**config.mk**
```make
export PLATFORM = sky130hd
export DESIGN_NAME = mux_select_arbiter_8_flat
export DESIGN_NICKNAME = d
export VERILOG_FILES = /design/src/rtl/mux_select_arbiter_8_pkg.sv /design/src/rtl/mux_select_arbiter_8_if.sv /design/src/rtl/mux_select_arbiter_8_picker.sv /design/src/rtl/mux_select_arbiter_8.sv /design/src/flat_wrapper.sv
export SDC_FILE = /design/constraint.sdc
export NUM_CORES = 1
export LEC_CHECK = 0
export BUFFER_PORTS_ARGS = -buffer_cell sky130_fd_sc_hd__buf_4
export CELL_PAD_IN_SITES_DETAIL_PLACEMENT = 0
export CELL_PAD_IN_SITES_GLOBAL_PLACEMENT = 1
export CORE_AREA = 3 3 52 101
export DETAILED_ROUTE_END_ITERATION = 10
export DIE_AREA = 0 0 55 104
export HOLD_SLACK_MARGIN = 0.05
export PLACE_DENSITY_LB_ADDON = 0.1
export SETUP_SLACK_MARGIN = 0.3
export SLEW_MARGIN = 0
export SYNTH_ARGS = -nofsm -noshare
export SYNTH_HDL_FRONTEND = slang
export SYNTH_SLANG_ARGS = --single-unit
```
**constraint.sdc**
```tcl
create_clock -name clk -period 10 [get_ports clk]
set_input_delay 1 -clock clk [delete_from_list [all_inputs] [get_ports clk]]
set_output_delay 1 -clock clk [all_outputs]
set_load 0.005 [all_outputs]
```
**src/rtl/mux_select_arbiter_8_pkg.sv**
```systemverilog
// Shared definitions for the round-robin mux select arbiter.
package mux_arb_pkg;
  localparam int N_REQ = 8;
  localparam int SEL_W = 3;

  typedef enum logic {IDLE, GRANT} state_t;
endpackage

```
**src/rtl/mux_select_arbiter_8_if.sv**
```systemverilog
// Request/grant bundle between the requesters and the arbiter.
interface mux_select_arbiter_8_if;
  import mux_arb_pkg::*;

  logic             arb_enable;
  logic [N_REQ-1:0] request_lines;
  logic [N_REQ-1:0] grant_lines;
  logic [SEL_W-1:0] select_lines;
  logic             grant_valid;
  logic             timeout_pulse;

  modport master (output arb_enable, request_lines,
                  input  grant_lines, select_lines, grant_valid, timeout_pulse);
  modport slave  (input  arb_enable, request_lines,
                  output grant_lines, select_lines, grant_valid, timeout_pulse);
endinterface

```
**src/rtl/mux_select_arbiter_8_picker.sv**
```systemverilog
// Combinational round-robin picker: first set request at or above the
// pointer, wrapping from the top index back to 0.
module rr_priority_picker
  import mux_arb_pkg::*;
(
  input  logic [N_REQ-1:0] request_lines_i,
  input  logic [SEL_W-1:0] pointer_i,
  output logic             any_req_o,
  output logic [SEL_W-1:0] winner_o
);

  logic [SEL_W-1:0] idx;

  // Scan offsets from far to near so the nearest set request wins last.
  always_comb begin
    any_req_o = |request_lines_i;
    winner_o  = '0;
    idx       = '0;
    for (int k = N_REQ-1; k >= 0; k--) begin
      idx = pointer_i + SEL_W'(k);
      if (request_lines_i[idx]) winner_o = idx;
    end
  end

endmodule

```
**src/rtl/mux_select_arbiter_8.sv**
```systemverilog
// Round-robin arbiter driving the select input of a shared 8:1 mux.
// Optional feature: define ARB_TIMEOUT_EN to force release after MAX_HOLD
// grant cycles and flag it on timeout_pulse.
module mux_select_arbiter_8
  import mux_arb_pkg::*;
#(
  parameter int MAX_HOLD = 16,
  parameter int CNT_W    = 5
) (
  input  logic                   clk,
  input  logic                   reset,
  mux_select_arbiter_8_if.slave  bus
);

  if ((1 << CNT_W) <= MAX_HOLD) begin : g_bad_cnt_w
    $error("CNT_W too narrow to count MAX_HOLD cycles");
  end

  state_t           state_q, state_d;
  logic [SEL_W-1:0] ptr_q,   ptr_d;
  logic [N_REQ-1:0] grant_q, grant_d;
  logic [SEL_W-1:0] sel_q,   sel_d;
  logic             gv_q,    gv_d;
  logic             any_req;
  logic [SEL_W-1:0] winner;
`ifdef ARB_TIMEOUT_EN
  logic [CNT_W-1:0] cnt_q,   cnt_d;
  logic             to_q,    to_d;
`endif

  rr_priority_picker u_pick (
    .request_lines_i (bus.request_lines),
    .pointer_i       (ptr_q),
    .any_req_o       (any_req),
    .winner_o        (winner)
  );

  // Next-state: grant in IDLE when enabled, release in GRANT on drop/timeout.
  always_comb begin
    state_d = state_q;
    ptr_d   = ptr_q;
    grant_d = grant_q;
    sel_d   = sel_q;
    gv_d    = gv_q;
`ifdef ARB_TIMEOUT_EN
    cnt_d   = cnt_q;
    to_d    = 1'b0;
`endif
    case (state_q)
      IDLE: begin
        if (bus.arb_enable && any_req) begin
          state_d = GRANT;
          grant_d = N_REQ'(1) << winner;
          sel_d   = winner;
          gv_d    = 1'b1;
          ptr_d   = winner + SEL_W'(1);
`ifdef ARB_TIMEOUT_EN
          cnt_d   = '0;
`endif
        end
      end
      GRANT: begin
        // select_lines is left holding the last index on release.
        if (!bus.request_lines[sel_q]) begin
          state_d = IDLE;
          grant_d = '0;
          gv_d    = 1'b0;
        end
`ifdef ARB_TIMEOUT_EN
        else if (cnt_q == CNT_W'(MAX_HOLD-1)) begin
          state_d = IDLE;
          grant_d = '0;
          gv_d    = 1'b0;
          to_d    = 1'b1;
        end else begin
          cnt_d   = cnt_q + CNT_W'(1);
        end
`endif
      end
      default: state_d = IDLE;
    endcase
  end

  // State, pointer and registered outputs.
  always_ff @(posedge clk or posedge reset) begin
    if (reset) begin
      state_q <= IDLE;
      ptr_q   <= '0;
      grant_q <= '0;
      sel_q   <= '0;
      gv_q    <= 1'b0;
`ifdef ARB_TIMEOUT_EN
      cnt_q   <= '0;
      to_q    <= 1'b0;
`endif
    end else begin
      state_q <= state_d;
      ptr_q   <= ptr_d;
      grant_q <= grant_d;
      sel_q   <= sel_d;
      gv_q    <= gv_d;
`ifdef ARB_TIMEOUT_EN
      cnt_q   <= cnt_d;
      to_q    <= to_d;
`endif
    end
  end

  assign bus.grant_lines  = grant_q;
  assign bus.select_lines = sel_q;
  assign bus.grant_valid  = gv_q;
`ifdef ARB_TIMEOUT_EN
  assign bus.timeout_pulse = to_q;
`else
  assign bus.timeout_pulse = 1'b0;
`endif

endmodule

```
**src/flat_wrapper.sv**
```systemverilog
// flat-port wrapper written by rule: the top's interface ports become plain ports
module mux_select_arbiter_8_flat import mux_arb_pkg::*;
#(
  parameter int MAX_HOLD = 16,
  parameter int CNT_W    = 5
)
  (clk, reset, bus_arb_enable, bus_request_lines, bus_grant_lines, bus_select_lines, bus_grant_valid, bus_timeout_pulse);
  mux_select_arbiter_8_if bus_i ();
  input  logic clk;
  input  logic reset;
  input wire logic [$bits(bus_i.arb_enable)-1:0] bus_arb_enable;
  input wire logic [$bits(bus_i.request_lines)-1:0] bus_request_lines;
  output wire logic [$bits(bus_i.grant_lines)-1:0] bus_grant_lines;
  output wire logic [$bits(bus_i.select_lines)-1:0] bus_select_lines;
  output wire logic [$bits(bus_i.grant_valid)-1:0] bus_grant_valid;
  output wire logic [$bits(bus_i.timeout_pulse)-1:0] bus_timeout_pulse;
  assign bus_i.arb_enable = bus_arb_enable;
  assign bus_i.request_lines = bus_request_lines;
  assign bus_grant_lines = bus_i.grant_lines;
  assign bus_select_lines = bus_i.select_lines;
  assign bus_grant_valid = bus_i.grant_valid;
  assign bus_timeout_pulse = bus_i.timeout_pulse;
  mux_select_arbiter_8 #(.MAX_HOLD(MAX_HOLD), .CNT_W(CNT_W)) u_core (.clk(clk), .reset(reset), .bus(bus_i));
endmodule
```
==> impl_metrics.env, run 1 <==
export IMPL_cts_path_max_buffers=2
export IMPL_antenna_left=0
export IMPL_cpPeakStageDelay_ps=900
export IMPL_crit_fanout=23
export IMPL_netlist_instances=178
export IMPL_endpoint_kind="flip-flop"
export IMPL_die_w_microns=55
export IMPL_slew_headroom_pct=43.1
export IMPL_setup_violations_final=0
export IMPL_dieArea_sq_um=5720
export IMPL_drtIter0Drc=18
export IMPL_required_ps=10110
export IMPL_yosys_area_top_type="dfrtp_1"
export IMPL_synthTopCellsByArea="dfrtp_1 (24%), mux4_2 (12%), mux2i_1 (12%)"
export IMPL_synth_edf_count=0
export IMPL_final_core_util_pct=40.5
export IMPL_syn_to_final_growth_pct=11.8
export IMPL_grt_pass1_wl_microns=7770
export IMPL_ys_seq_area_share_pct=23.8
export IMPL_pre_cts_ws_ps=5870
export IMPL_crit_top_cell="ha_1"
export IMPL_clk_insertion_delay_late_ps=250
export IMPL_synth_common_cells="nand2_1 (23), mux2i_1 (20), dfrtp_1 (16)"
export IMPL_crit_type="reg -> reg"
export IMPL_wl_microns=4590
export IMPL_htree_num_levels=1
export IMPL_drc=0
export IMPL_antenna_found_initial=0
export IMPL_min_period_ps=4120
export IMPL_syn_avg_cell_area_sq_um=9.44
export IMPL_ff2ff_setup_slack_ps=5880
export IMPL_io_pins=24
export IMPL_cp_arrival_ps=4230
export IMPL_first_pass_iters=4
export IMPL_cts_repair_resized=0
export IMPL_post_place_cells=240
export IMPL_synth_most_common_cell="nand2_1"
export IMPL_postCtsHoldBufs=0
export IMPL_layout_setup_ws_ps=5880
export IMPL_slew_viol_final=0
export IMPL_grt_max_degree=24
export IMPL_tns_ps=0
export IMPL_drive_gt1_share_pct=21.8
export IMPL_dp_hpwl_microns=3710
export IMPL_vias=1435
export IMPL_max_slew_worst_pin_slew_ps=853
export IMPL_viasPerCell=5.91
export IMPL_status="complete, no violations"
export IMPL_max_freq_mhz=243
export IMPL_grt_ovfl_total=0
export IMPL_grt_use_total_pct=18.2
export IMPL_rows=35
export IMPL_final_cells=243
export IMPL_rsz0062_at_grt="no"
export IMPL_routabilityCongestion=0.813
export IMPL_hold_viol=0
export IMPL_n_fill_cell=504
export IMPL_start_util_pct=36.2
export IMPL_synthesis_nets=194
export IMPL_finalCritPeriodShare_pct=41.2
export IMPL_wl_per_cell_microns=18.9
export IMPL_yosysUniqueCellTypes=43
export IMPL_antenna_cells=0
export IMPL_hold_class="reg -> reg"
export IMPL_nets=206
export IMPL_netlist_area_sq_um=1680
export IMPL_die_h_microns=104
export IMPL_slowest_stage="dfrtp_1"
export IMPL_max_cap_viol_count=0
export IMPL_clock_skew_ps=1.53
export IMPL_synth_top_area_share_pct=23.8
export IMPL_tritoncts="done"
export IMPL_dominantRegCellSynth="dfrtp_1"
export IMPL_grt_pass1_vias=1535
export IMPL_place_port_buffers=22
export IMPL_clk_pin_slew_ps=60
export IMPL_crit_chain="inv_1, ha_1, mux4_1, mux2i_1, o2111ai_1, a211o_1, o211ai_2, inv_4, nor2_1, ha_1, nand2_1, o21ai_0"
export IMPL_yosys_warnings=0
export IMPL_cts_sinks=16
export IMPL_cts_root_buf="clkbuf_8"
export IMPL_yosys_register_bits=16
export IMPL_post_cts_buffers=0
export IMPL_cts_buffers=3
export IMPL_core_sq_um=4640
export IMPL_synthArstFlopShare_pct=100
export IMPL_startpoint_type="flip-flop"
## logic make-up after synthesis
logic type                 after synthesis  share of synthesized area, %
xor gates and xnor gates                 5                          2.61
and+or+nand+nor                         45                          12.0
other                                    1                         0.223
AOI/OAI and AO/OA                       47                          20.2
buffers and inverters                   26                          7.22
muxes                                   33                          30.2
DFF                                     16                          23.8
adders and majority gates                5                          3.72
## metal layers
metal  track usage [%]  part of all wire (%)  vias to the layer above
met1              20.7                    36                      696
met5                 0                     0                        -
li1                  -                     -                      693
met4              10.6                   6.1                        0
met3              1.29                   2.0                       17
met2              31.0                    56                       29
## state kept, by name (all words and copies together) (netlist names)
signal and count:
u_core.bus.grant_valid 1, u_core.state_q 1, u_core.ptr_q 3, u_core.bus.select_lines 3, u_core.bus.grant_lines 8
## worst paths after layout
path / start / endpoint / cells past startpoint
min in group asynchronous: reset / u_core.state_q / 2
max reg2reg: u_core.ptr_q[0] / u_core.ptr_q[2] / 12
min: u_core.bus.grant_valid / u_core.bus.grant_valid / 2
max: u_core.ptr_q[0] / u_core.ptr_q[2] / 12
min reg2reg: u_core.bus.grant_valid / u_core.bus.grant_valid / 2
max in group asynchronous: reset / u_core.ptr_q[2] / 2
## cell type report
type	count	area, sq um	share of cell area (%)
tap	55	68.8	3.66
multi-input combinational	136	1160	61.7
timing repair buffer	22	165	8.79
inverter	11	43.8	2.33
clock buffer	3	41.3	2.20
sequential	16	400	21.3
## critical path: cells and delay by family, from the launching register on
family	cells	cell delay (ps)
AO/OA/AOI/OAI	4	760
adder cells (fa/ha/maj)	2	980
buffers and inverters	2	290
flip-flops	1	900
multiplexers	2	860
AND/OR/NAND/NOR	2	190
## through the flow
step	hold WS [ps]	area, sq um
after global routing	521	1880
after CTS	491	1880
final	488	1880
after global placement	462	1840
after detailed placement	469	1840
after floorplan	471	1680
## cell usage in the layout (no fill, tap or decap), types with 3 or more instances in the layout
cell type	Yosys	layout
nand2_1	23	23
buf_4	2	22
mux2i_1	20	20
dfrtp_1	16	16
a21oi_1	11	11
inv_1	10	10
mux4_2	9	9
o21ai_0	7	7
nor2_1	6	6
a31oi_1	5	5
ha_1	5	5
mux4_1	4	4
nand3_1	4	4
o21a_1	4	4
and3_1	3	3
xor2_1	3	3
o211ai_1	3	3
clkbuf_8	0	3
Power of run 1 is not shown: default switching activity piles up to over one toggle a cycle in this logic, so the estimate is an artifact.
==> inputs of run 2 (changes only) <==
--- a/config.mk
+++ b/config.mk
@@ -5,12 +5,13 @@
 export SDC_FILE = /design/constraint.sdc
 export NUM_CORES = 1
 export LEC_CHECK = 0
+export ABC_AREA = 1
 export BUFFER_PORTS_ARGS = -buffer_cell sky130_fd_sc_hd__buf_4
 export CELL_PAD_IN_SITES_DETAIL_PLACEMENT = 0
 export CELL_PAD_IN_SITES_GLOBAL_PLACEMENT = 1
-export CORE_AREA = 3 3 52 101
+export CORE_AREA = 3 3 49 96
 export DETAILED_ROUTE_END_ITERATION = 10
-export DIE_AREA = 0 0 55 104
+export DIE_AREA = 0 0 52 99
 export HOLD_SLACK_MARGIN = 0.05
 export PLACE_DENSITY_LB_ADDON = 0.1
 export SETUP_SLACK_MARGIN = 0.3
==> constraint.sdc (replaced) <==
create_clock -name clk -period 3.7 [get_ports clk]
set_input_delay 0.37 -clock clk [delete_from_list [all_inputs] [get_ports clk]]
set_output_delay 0.37 -clock clk [all_outputs]
set_load 0.005 [all_outputs]
==> impl_metrics.env, run 2 <==
export IMPL_netlist_instances=218
export IMPL_clk_pin_slew_ps=60
export IMPL_tritoncts="done"
export IMPL_yosys_register_bits=16
export IMPL_io_pins=24
export IMPL_cts_root_buf="clkbuf_8"
export IMPL_crit_type="reg -> reg"
export IMPL_grt_max_degree=17
export IMPL_grt_use_total_pct=17.8
export IMPL_clk_insertion_delay_late_ps=250
export IMPL_viasPerCell=4.90
export IMPL_synth_top_area_share_pct=27.7
export IMPL_final_common_cell="nand2_1"
export IMPL_nets=258
export IMPL_synthesis_nets=234
export IMPL_max_slew_worst_pin_slew_ps=616
export IMPL_routabilityCongestion=0.831
export IMPL_antenna_found_initial=0
export IMPL_grt_ovfl_total=0
export IMPL_core_sq_um=4090
export IMPL_cts_buffers=3
export IMPL_drive_gt1_share_pct=25.3
export IMPL_status="complete, no violations"
export IMPL_yosysUniqueCellTypes=27
export IMPL_place_port_buffers=22
export IMPL_drc=0
export IMPL_synth_most_common_cell="nand2_1"
export IMPL_slew_headroom_pct=58.9
export IMPL_hold_viol=0
export IMPL_cp_arrival_ps=3070
export IMPL_synth_edf_count=0
export IMPL_final_cells=293
export IMPL_dieArea_sq_um=5150
export IMPL_ys_seq_area_share_pct=27.7
export IMPL_vias=1436
export IMPL_synth_common_cells="nand2_1 (67), nand3_1 (31), inv_1 (23)"
export IMPL_antenna_cells=0
export IMPL_tns_ps=0
export IMPL_hold_ws_ps=198
export IMPL_crit_fanout=13
export IMPL_max_cap_viol_count=0
export IMPL_wl_microns=4070
export IMPL_endpoint_kind="flip-flop"
export IMPL_syn_to_final_growth_pct=17.6
export IMPL_largest_reg_flops=8
export IMPL_synthArstFlopShare_pct=100
export IMPL_dominantRegCellSynth="dfrtp_1"
export IMPL_dp_hpwl_microns=3560
export IMPL_cts_path_max_buffers=2
export IMPL_post_cts_buffers=0
export IMPL_max_freq_mhz=340
export IMPL_start_util_pct=35.4
export IMPL_grt_pass1_wl_microns=6770
export IMPL_hold_class="in -> async"
export IMPL_setup_violations_final=0
export IMPL_antenna_left=0
export IMPL_synthTopCellsByArea="dfrtp_1 (28%), nand2_1 (17%), nand3_1 (11%)"
export IMPL_yosys_area_top_type="dfrtp_1"
export IMPL_die_w_microns=52
export IMPL_slew_viol_final=0
export IMPL_cts_repair_resized=0
export IMPL_n_fill_cell=460
export IMPL_die_h_microns=99
export IMPL_drtIter0Drc=27
export IMPL_layout_common_cells="nand2_1 (67), nand3_1 (31), inv_1 (23), buf_4 (23), dfrtp_1 (16)"
export IMPL_layout_setup_ws_ps=763
export IMPL_netlist_area_sq_um=1450
export IMPL_finalCritPeriodShare_pct=79.4
export IMPL_required_ps=3840
export IMPL_first_pass_iters=5
export IMPL_wl_per_cell_microns=13.9
export IMPL_post_place_cells=289
export IMPL_clock_skew_ps=4.75
export IMPL_postCtsHoldBufs=0
export IMPL_cts_sinks=16
export IMPL_rows=33
export IMPL_yosys_warnings=0
export IMPL_rsz0062_at_grt="no"
export IMPL_grt_pass1_vias=1523
export IMPL_pre_cts_ws_ps=742
export IMPL_syn_avg_cell_area_sq_um=6.63
export IMPL_min_period_ps=2940
export IMPL_htree_num_levels=1
export IMPL_startpoint_type="flip-flop"
-- run 2: cell types whose count changed after synthesis, moves of 5 or more --
cell	delta
nand3_1	+27
inv_1	+13
buf_2	-5
inv_2	+6
a31oi_1	-5
clkbuf_1	-7
a21oi_1	-5
mux2i_1	-20
nand2_1	+44
nand2_2	+14
nand3_2	+7
mux4_2	-9
-- run 2: final cells by class --
class                   instances  area [sq um]  share of cell area, %
clock buffers                   4          55.1                   3.24
repair buffers                 23           173                   10.1
flip-flops and latches         16           400                   23.5
multi-input cells             167           887                   52.1
inverters                      31           121                   7.13
well taps                      52          65.1                   3.82
-- run 2: cell families after synthesis --
kind of cell	synth area share [%]
XOR/XNOR	2.42
adder cells (fa/ha/maj)	4.33
buffers and inverters	11.0
AO/OA/AOI/OAI	11.4
flip-flops	27.7
other	0.259
AND/OR/NAND/NOR	42.9
-- run 2: path summary, 6_finish.rpt --
kind | startpoint | to | cells after the start | slack, ps
max in group asynchronous | reset | u_core.ptr_q[0] | 2 | 3100
setup reg to reg | u_core.ptr_q[0] | u_core.ptr_q[2] | 19 | 760
hold reg to reg | u_core.bus.grant_valid | u_core.bus.grant_valid | 2 | 480
hold / removal | reset | u_core.bus.grant_lines[2] | 2 | 200
min in group clk | u_core.bus.grant_valid | u_core.bus.grant_valid | 2 | 480
setup / recovery | u_core.ptr_q[0] | u_core.ptr_q[2] | 19 | 760
-- run 2: through the flow --
step                      instance area [sq um]  util (%)
after global routing                       1700      41.6
final                                      1700      41.6
after CTS                                  1700      41.6
after global placement                     1650      40.3
after floorplan                            1450         -
after detailed placement                   1650      40.3
-- run 2: critical path, cell delays in order, from the launching register on --
cell	delay, ps
dfrtp_1	600
inv_2	150
ha_1	410
inv_1	250
nand3_1	180
nand3_2	120
nand2_2	80
a21oi_1	110
nand2_1	60
nand2_1	50
nand2_1	40
nand2_1	70
nand2_2	80
nand2_2	70
nand2_2	70
nand2_1	60
inv_1	40
ha_1	250
nand2_1	60
o21ai_0	70
-- run 2: metal layers --
metal / vias to the layer above / track usage [%] / routed length (microns)
li1: 743 / - / -
met1: 645 / 16.8 / 1370
met2: 35 / 35.2 / 2480
met3: 13 / 0.908 / 70
met4: 0 / 9.49 / 153
met5: - / 0 / 0
Power of run 2 is left out for the same reason.
==> inputs of run 3 (changes only) <==
==> constraint.sdc (replaced) <==
create_clock -name clk -period 2.48 [get_ports clk]
set_input_delay 0.248 -clock clk [delete_from_list [all_inputs] [get_ports clk]]
set_output_delay 0.248 -clock clk [all_outputs]
set_load 0.005 [all_outputs]
==> impl_metrics.env, run 3 (synthesized netlist as in run 2, its figures left out) <==
export IMPL_vias=1514
export IMPL_finalCritPeriodShare_pct=89.2
export IMPL_first_pass_iters=4
export IMPL_slew_headroom_pct=58.3
export IMPL_place_port_buffers=22
export IMPL_cts_buffers=3
export IMPL_status="complete, no violations"
export IMPL_routabilityCongestion=0.869
export IMPL_clk_insertion_delay_late_ps=250
export IMPL_grt_pass1_vias=1636
export IMPL_max_slew_worst_pin_slew_ps=625
export IMPL_grt_pass1_wl_microns=7330
export IMPL_min_period_ps=2210
export IMPL_setup_violations_final=0
export IMPL_ff2ff_setup_slack_ps=270
export IMPL_endpoint_kind="flip-flop"
export IMPL_crit_fanout=6
export IMPL_die_h_microns=99
export IMPL_cts_sinks=16
export IMPL_io_pins=24
export IMPL_tritoncts="done"
export IMPL_final_common_cell="nand2_1"
export IMPL_dp_hpwl_microns=3680
export IMPL_syn_to_final_growth_pct=47.0
export IMPL_n_fill_cell=416
export IMPL_htree_num_levels=1
export IMPL_grt_use_total_pct=18.7
export IMPL_met3_usage_pct=0.908
export IMPL_hold_viol=0
export IMPL_max_freq_mhz=452
export IMPL_drc=0
export IMPL_drive_gt1_share_pct=45.2
export IMPL_max_cap_viol_count=0
export IMPL_cts_root_buf="clkbuf_8"
export IMPL_dieArea_sq_um=5150
export IMPL_antenna_cells=0
export IMPL_busiest_layer="met2"
export IMPL_antenna_left=0
export IMPL_core_sq_um=4090
export IMPL_grt_use_met1_pct=18.4
export IMPL_r2r_end="u_core.bus.grant_lines[7]"
export IMPL_antenna_found_initial=0
export IMPL_wl_per_cell_microns=14.3
export IMPL_grt_ovfl_total=0
export IMPL_crit_type="reg -> reg"
export IMPL_hold_ws_ps=80.8
export IMPL_clk_pin_slew_ps=60
export IMPL_cp_arrival_ps=2350
export IMPL_hold_class="in -> async"
export IMPL_drtIter0Drc=30
export IMPL_rows=33
export IMPL_timing_rr_start="u_core.ptr_q[1]"
export IMPL_grtUsageMet2_pct=36.5
export IMPL_die_w_microns=52
export IMPL_nets=276
export IMPL_cts_path_max_buffers=2
export IMPL_largest_reg_flops=8
export IMPL_rsz0062_at_grt="yes"
export IMPL_layout_common_cells="nand2_1 (62), buf_4 (40), nand3_1 (21)"
export IMPL_reg2reg_depth=17
export IMPL_viasPerCell=4.87
export IMPL_tns_ps=0
export IMPL_required_ps=2620
export IMPL_startpoint_type="flip-flop"
export IMPL_wl_microns=4440
export IMPL_clock_skew_ps=2.22
export IMPL_start_util_pct=35.4
export IMPL_grt_max_degree=17
export IMPL_slew_viol_final=0
==> run 3: cell count changes in the layout (fill, tap and decap cells not counted), sizes merged <==
cell,change
buf,+18
==> run 3: final cells by class <==
type / count / area, sq um / share of cell area (%)
Clock buffer: 4 / 55.1 / 2.59
Sequential cell: 16 / 403 / 19.0
Multi-Input combinational cell: 167 / 1160 / 54.4
Tap cell: 52 / 65.1 / 3.06
Inverter: 31 / 134 / 6.30
Timing Repair Buffer: 41 / 312 / 14.7
==> run 3: critical path: stages, from the launching register on <==
cell	delay [ps]
dfrtp_2	420
inv_8	40
ha_4	340
inv_6	70
nand3_2	80
nand3_1	120
nand2_2	140
inv_1	60
nand2_1	60
nand2_1	40
nand2_1	50
nand2_1	60
nand2_2	70
nand2_4	80
nand2_2	70
inv_2	40
ha_4	140
a22o_1	210
==> run 3: through the flow <==
stage / area, sq um / setup slack [ps] / instances / utilization [%]
2_1_floorplan: 1480 / 300 / 218 / -
6_report: 2130 / 269 / 311 / 52.0
4_1_cts: 1920 / 259 / 307 / 46.9
3_5_place_dp: 1760 / 176 / 300 / 43.0
5_1_grt: 2130 / 55.9 / 311 / 52.0
3_3_place_gp: 1760 / 194 / 300 / 43.0
==> run 3: worst max-delay path by stage <==
stage | start | depth (start not counted) | slack [ps] | endpoint
4_1_cts | u_core.ptr_q[0] | 18 | 260 | u_core.ptr_q[2]
3_5_place_dp | u_core.ptr_q[0] | 19 | 180 | u_core.ptr_q[2]
5_1_grt | u_core.ptr_q[0] | 18 | 60 | u_core.bus.grant_lines[7]
3_3_place_gp | u_core.ptr_q[0] | 19 | 190 | u_core.ptr_q[2]
6_report | u_core.ptr_q[1] | 17 | 270 | u_core.bus.grant_lines[7]
2_1_floorplan | u_core.ptr_q[1] | 20 | 300 | u_core.ptr_q[2]
==> run 3: repair_timing <==
| action | CTS | global route |
|---|---|---|
| endpoints found under the setup margin | 7 | 14 |
| resized for setup | 17 | 41 |
| setup buffers | 3 | 4 |
| pin swaps | 6 | 15 |
| hold buffers | 0 | 0 |
==> run 3: metal layers <==
metal | routed length (microns) | up-vias
met2 | 2860 | 16
met4 | 74 | 0
li1 | - | 776
met1 | 1460 | 715
met5 | 0 | -
met3 | 44 | 7
Power of run 3 is left out for the same reason.
